### config.mk
export PLATFORM = sky130hd
export DESIGN_NAME = mport_fifo_cnt
export DESIGN_NICKNAME = d
export VERILOG_FILES = /design/src/rtl/mport_fifo_cnt.sv
export SDC_FILE = /design/constraint.sdc
export NUM_CORES = 2
export LEC_CHECK = 0
export ABC_AREA = 0
export CAP_MARGIN = 20
export CORE_AREA = 4 4 336 338
export DETAILED_ROUTE_END_ITERATION = 6
export DIE_AREA = 0 0 340 342
export PLACE_DENSITY_LB_ADDON = 0.1
export SKIP_CTS_REPAIR_TIMING = 1
export SYNTH_ARGS = -nofsm -noshare
export SYNTH_HDL_FRONTEND = slang
export SYNTH_SLANG_ARGS = --single-unit
### constraint.sdc
create_clock -name clk -period 12.29 [get_ports clk]
set_input_delay 1.229 -clock clk [delete_from_list [all_inputs] [get_ports clk]]
set_output_delay 1.229 -clock clk [all_outputs]
set_load 0.03 [all_outputs]
### src/rtl/mport_fifo_cnt.sv
// Multi-port FIFO: up to WRITE compacted pushes and READ prefix pops per cycle, with occupancy and almost-full.
// Latency: data written at edge N is visible on rd after edge N; rd/v/busy/almost_full are combinational from state.
// Backpressure: all-or-nothing writes are dropped when they do not fit (sticky ovf_err); busy warns of < WRITE free slots.
module mport_fifo_cnt #(
  parameter int DATA      = 32,
  parameter int DEPTH     = 16,
  parameter int READ      = 4,
  parameter int WRITE     = 4,
  parameter int AF_THRESH = 12,
  parameter bit ACT       = 1'b0
) (
  input  logic                         clk,
  input  logic                         reset,
  input  logic                         flush,
  input  logic [WRITE-1:0]             we,
  input  logic [WRITE*DATA-1:0]        wd,
  input  logic [READ-1:0]              re,
  output logic [READ*DATA-1:0]         rd,
  output logic [READ-1:0]              v,
  output logic [$clog2(DEPTH+1)-1:0]   count,
  output logic                         busy,
  output logic                         almost_full,
  output logic                         ovf_err,
  output logic                         unf_err
);

  localparam int CW = $clog2(DEPTH+1);
  localparam int PW = (DEPTH > 1) ? $clog2(DEPTH) : 1;
  // Sums of a pointer and an offset stay below 2*DEPTH, so one extra bit suffices.
  localparam int SW = CW + 1;

  logic [DATA-1:0]  mem [DEPTH];
  logic [PW-1:0]    head;
  logic [PW-1:0]    tail;
  logic [CW-1:0]    cnt_q;

  logic             flush_act;
  logic [WRITE-1:0] we_act;
  logic [READ-1:0]  re_act;

  logic [SW-1:0]    nw;
  logic [SW-1:0]    free_slots;
  logic             wr_acc;
  logic             wr_drop;
  logic [PW-1:0]    wr_idx [WRITE];

  logic [SW-1:0]    nr_req;
  logic [SW-1:0]    nr;
  logic             rd_unf;

  assign flush_act = ACT ? flush : ~flush;
  assign we_act    = ACT ? we    : ~we;
  assign re_act    = ACT ? re    : ~re;

  // Pointer wrap for arbitrary DEPTH: operands are always < 2*DEPTH.
  function automatic logic [PW-1:0] wrap(input logic [SW-1:0] a);
    if (a >= SW'(DEPTH)) wrap = PW'(a - SW'(DEPTH));
    else                 wrap = PW'(a);
  endfunction

  // Compact enabled write ports in ascending order onto consecutive slots from tail.
  always_comb begin
    nw = '0;
    for (int i = 0; i < WRITE; i++) begin
      wr_idx[i] = wrap(SW'(tail) + nw);
      if (we_act[i]) nw = nw + SW'(1);
    end
    free_slots = SW'(DEPTH) - SW'(cnt_q);
    wr_acc     = (nw <= free_slots);
    wr_drop    = (nw > free_slots);
  end

  // Pop count is the leading run of enables from port 0; stray bits or over-reads flag underflow.
  always_comb begin
    logic run;
    logic stray;
    nr_req = '0;
    run    = 1'b1;
    stray  = 1'b0;
    for (int i = 0; i < READ; i++) begin
      if (re_act[i]) begin
        if (run) nr_req = nr_req + SW'(1);
        else     stray  = 1'b1;
      end else begin
        run = 1'b0;
      end
    end
    if (nr_req > SW'(cnt_q)) begin
      nr     = SW'(cnt_q);
      rd_unf = 1'b1;
    end else begin
      nr     = nr_req;
      rd_unf = stray;
    end
  end

  // Pointer, occupancy and sticky error state; reset beats flush, flush discards the cycle's requests.
  always_ff @(posedge clk) begin
    if (reset) begin
      head    <= '0;
      tail    <= '0;
      cnt_q   <= '0;
      ovf_err <= 1'b0;
      unf_err <= 1'b0;
    end else if (flush_act) begin
      head    <= '0;
      tail    <= '0;
      cnt_q   <= '0;
    end else begin
      head  <= wrap(SW'(head) + nr);
      if (wr_acc) tail <= wrap(SW'(tail) + nw);
      cnt_q <= CW'(SW'(cnt_q) + (wr_acc ? nw : SW'(0)) - nr);
      if (wr_drop) ovf_err <= 1'b1;
      if (rd_unf)  unf_err <= 1'b1;
    end
  end

  // Storage is never cleared; only accepted writes touch it.
  always_ff @(posedge clk) begin
    if (!reset && !flush_act && wr_acc) begin
      for (int i = 0; i < WRITE; i++) begin
        if (we_act[i]) mem[wr_idx[i]] <= wd[i*DATA +: DATA];
      end
    end
  end

  // Head window: entry i is valid while occupancy exceeds i, invalid lanes read as zero.
  always_comb begin
    rd = '0;
    v  = '0;
    for (int i = 0; i < READ; i++) begin
      v[i] = (SW'(cnt_q) > SW'(i));
      if (v[i]) rd[i*DATA +: DATA] = mem[wrap(SW'(head) + SW'(i))];
    end
  end

  assign count       = cnt_q;
  assign busy        = (SW'(DEPTH) - SW'(cnt_q)) < SW'(WRITE);
  assign almost_full = SW'(cnt_q) >= SW'(AF_THRESH);

endmodule

==> out/qor.txt <==
Outcome -> finished, violations left
Failing checks -> design-rule violations
Maximum VDD drop -> 0.000307 V
Synthesized cell area -> 47000 um2
Num CTS Buffers -> 66
Clock Latency Late Sink -> 0.64 ns
Worst R2R End -> mem[11][30]
LEAKAGE -> 0.0158 uW
Critical Path AT -> 8.52 ns
Die X -> 340 um
Area delta synth->final -> 12.8%
Critical R2R Launch -> count[0]
DP HPWL -> 142000 um
Synth unique cells -> 67
Startpoint Class -> primary input
Root buf cell -> clkbuf_16
Fin Setup TNS -> 0 ns
IO Pins -> 280
DR WL/cell -> 41.5 um
Pre-CTS setup slack -> 3.64 ns
First-pass GRT wire length -> 327000 um
Vias -> 45500
CTS Buffer Depth -> 3
Fmax -> 121 MHz
CORE AREA -> 110000 um2
Yosys top cell by area -> edfxtp_1
Fraction of registers with async set/reset -> 0%
Worst EP required -> 12.54 ns
Power Dens Cells -> 200 nW/um2
H-tree levels -> 3
Fin crit period -> 8.27 ns
Worst path bufs/invs -> 4
Share of layout cells above drive strength 1 -> 21.2%
Max Clock Skew -> 0.0234 ns
Dominant cells by area after synthesis -> edfxtp_1 33%, mux4_2 28%, o221ai_1 7.4%
Ys flop type -> edfxtp_1
Reg2reg setup slack -> 5.74 ns
Sink Count -> 527
RSZ-0062 raised after global routing -> no
Top-area cell type share of the netlist area -> 32.7%
CP top delay family -> compound AO/OA/AOI/OAI gates
Cells after Synth -> 4362
Post-route setup slack -> 4.02 ns
GPL Wtd Cong -> 1.00
Syn avg cell area -> 10.8 um2
Die Span Y -> 342 um
CP max FO -> 48
Max-Slew Margin vs Limit -> 17.3%
Max-capacitance violation count -> 0
Worst hold slack -> 0.480 ns
Slowest stage delay, CP -> 0.98 ns
Post-synth EDFFs -> 512
Die area -> 116000 um2
Synth cell count leaders -> 576 x mux4_2, 512 x edfxtp_1, 490 x clkbuf_1
Cell count along the critical path -> 15
Initial DRC count -> 8628
Total chip power -> 10600 uW
Vias per cell -> 7.92
CP Class -> in -> reg
Hold Path Class -> reg -> reg
R2R depth -> 11
CP cell instances -> clkdlybuf4s50_1, inv_1, ha_1, xnor2_1, ha_1, o21ai_0, inv_1, ha_1, nor2b_1, o211ai_1, a21o_2, buf_4, nand2_2, nand2_2, a211o_2
Crit. Startpoint -> we[0]
Port bufs -> 279
Sequential area share after synthesis -> 33.4%
GR Overflow Total -> 0
Initial antenna violation count -> 11
GRT Total Usage -> 39.5%
Cell with the most instances after synthesis -> mux4_2
NumNets Final -> 4382
Setup violations, final -> 0
Final-layout fill cell count -> 9840
YS warnings -> 0
Period Utilization, post-route -> 67.3%
# rows -> 122
Crit-path slowest cell -> nand2_2
Residual DRC count -> 19
Most used cell, CP -> ha_1
Slew @ Worst Pin -> 1.24 ns
Drt pass-1 iters -> 7
Yosys reg bits -> 527
CTS tree -> done
Pins over their slew limit -> 0
Final Hold Fails -> 0
Clock-pin transition on the worst setup and hold timing paths -> 0.06 ns
CP Capture Point -> mem[11][30]
Post-route ant nets -> 0
Crit. End Element -> flop
Initial Util -> 42.7%
Largest net degree at the start of global routing -> 155
Vias in the first global route -> 42100
Drt total wl -> 239000 um
-- worst register-to-register path: cells and delay by family, from the launching register on --
kind            cells  cell delay (ns)
compound gates      3             1.95
simple gates        3             1.92
buf+inv             3             0.95
fa+ha+maj           2             0.68
flops               1             0.66
-- report_power, final --
| group | switching [uW] | total [uW] | internal [uW] |
|---|---|---|---|
| Combinational | 3800 | 6250 | 2450 |
| Clock | 872 | 2010 | 1140 |
| Sequential | 162 | 2330 | 2170 |
-- kinds of logic (layout without fill, tap and decap cells) --
group	after synthesis	count (layout)	synth area share (%)
AO/OA/AOI/OAI	1287	1287	19.6
XOR/XNOR	23	23	0.429
adder cells (fa/ha/maj)	47	47	1.38
buffers and inverters	682	568	5.65
flip-flops	527	527	33.4
multiplexers	642	642	29.0
other	1	12	0.00798
AND/OR/NAND/NOR	1153	1153	10.6
-- flip-flops by register name, indices dropped and copies added, names as in the netlist --
signal	flops
unf_err	1
ovf_err	1
tail	4
mem	512
head	4
count	5
-- through the flow --
step / instances / cell area [um2] / util [%]
after global placement: 5612 / 50700 / 46.1
after floorplan: 4363 / 47000 / -
after global routing: 5740 / 52900 / 48.1
final: 5747 / 53000 / 48.1
after CTS: 5734 / 52800 / 48.0
after detailed placement: 5613 / 50700 / 46.1
-- layout by cell type (no fill, tap or decap), drive strengths merged, types with 16 or more instances in the layout --
master	instances
inv	34
nand2	397
or3	17
nor3	20
ha	39
and2	43
clkinv	23
a21oi	28
mux4	576
o21ai	244
o31ai	51
edfxtp	512
nor2b	102
mux2i	66
o221ai	397
a2bb2o	16
buf	134
o22ai	354
clkbuf	92
nor2	479
a211oi	129
clkdlybuf4s50	279
nand3	51
-- worst min path at each step --
stage                  from       to  slack [ns]  cells past startpoint
global placement    unf_err  unf_err        0.47                      2
detailed placement  ovf_err  ovf_err        0.47                      2
CTS                 ovf_err  ovf_err        0.48                      2
finish              ovf_err  ovf_err        0.48                      2
global route        ovf_err  ovf_err        0.52                      2
floorplan           tail[0]  tail[0]        0.55                      2
-- area by class of cell --
class | instances | area [um2] | share of cell area [%]
timing repair buffer | 413 | 3920 | 7.40
antenna | 10 | 25.0 | 0.0473
tap | 1488 | 1860 | 3.52
clock buffer | 92 | 1900 | 3.58
sequential | 527 | 15700 | 29.6
inverter | 34 | 128 | 0.241
multi-input combinational | 3154 | 29200 | 55.2
clock inverter | 29 | 214 | 0.404
-- routing by layer --
metal	GRT usage, %	vias up	routed length [um]
met5	0	-	29
met4	23.4	4	17000
met3	14.1	915	37300
met2	56.8	4607	100000
met1	51.5	22600	84000
li1	-	17400	-
No activity file was read; power rests on OpenSTA's default activity.
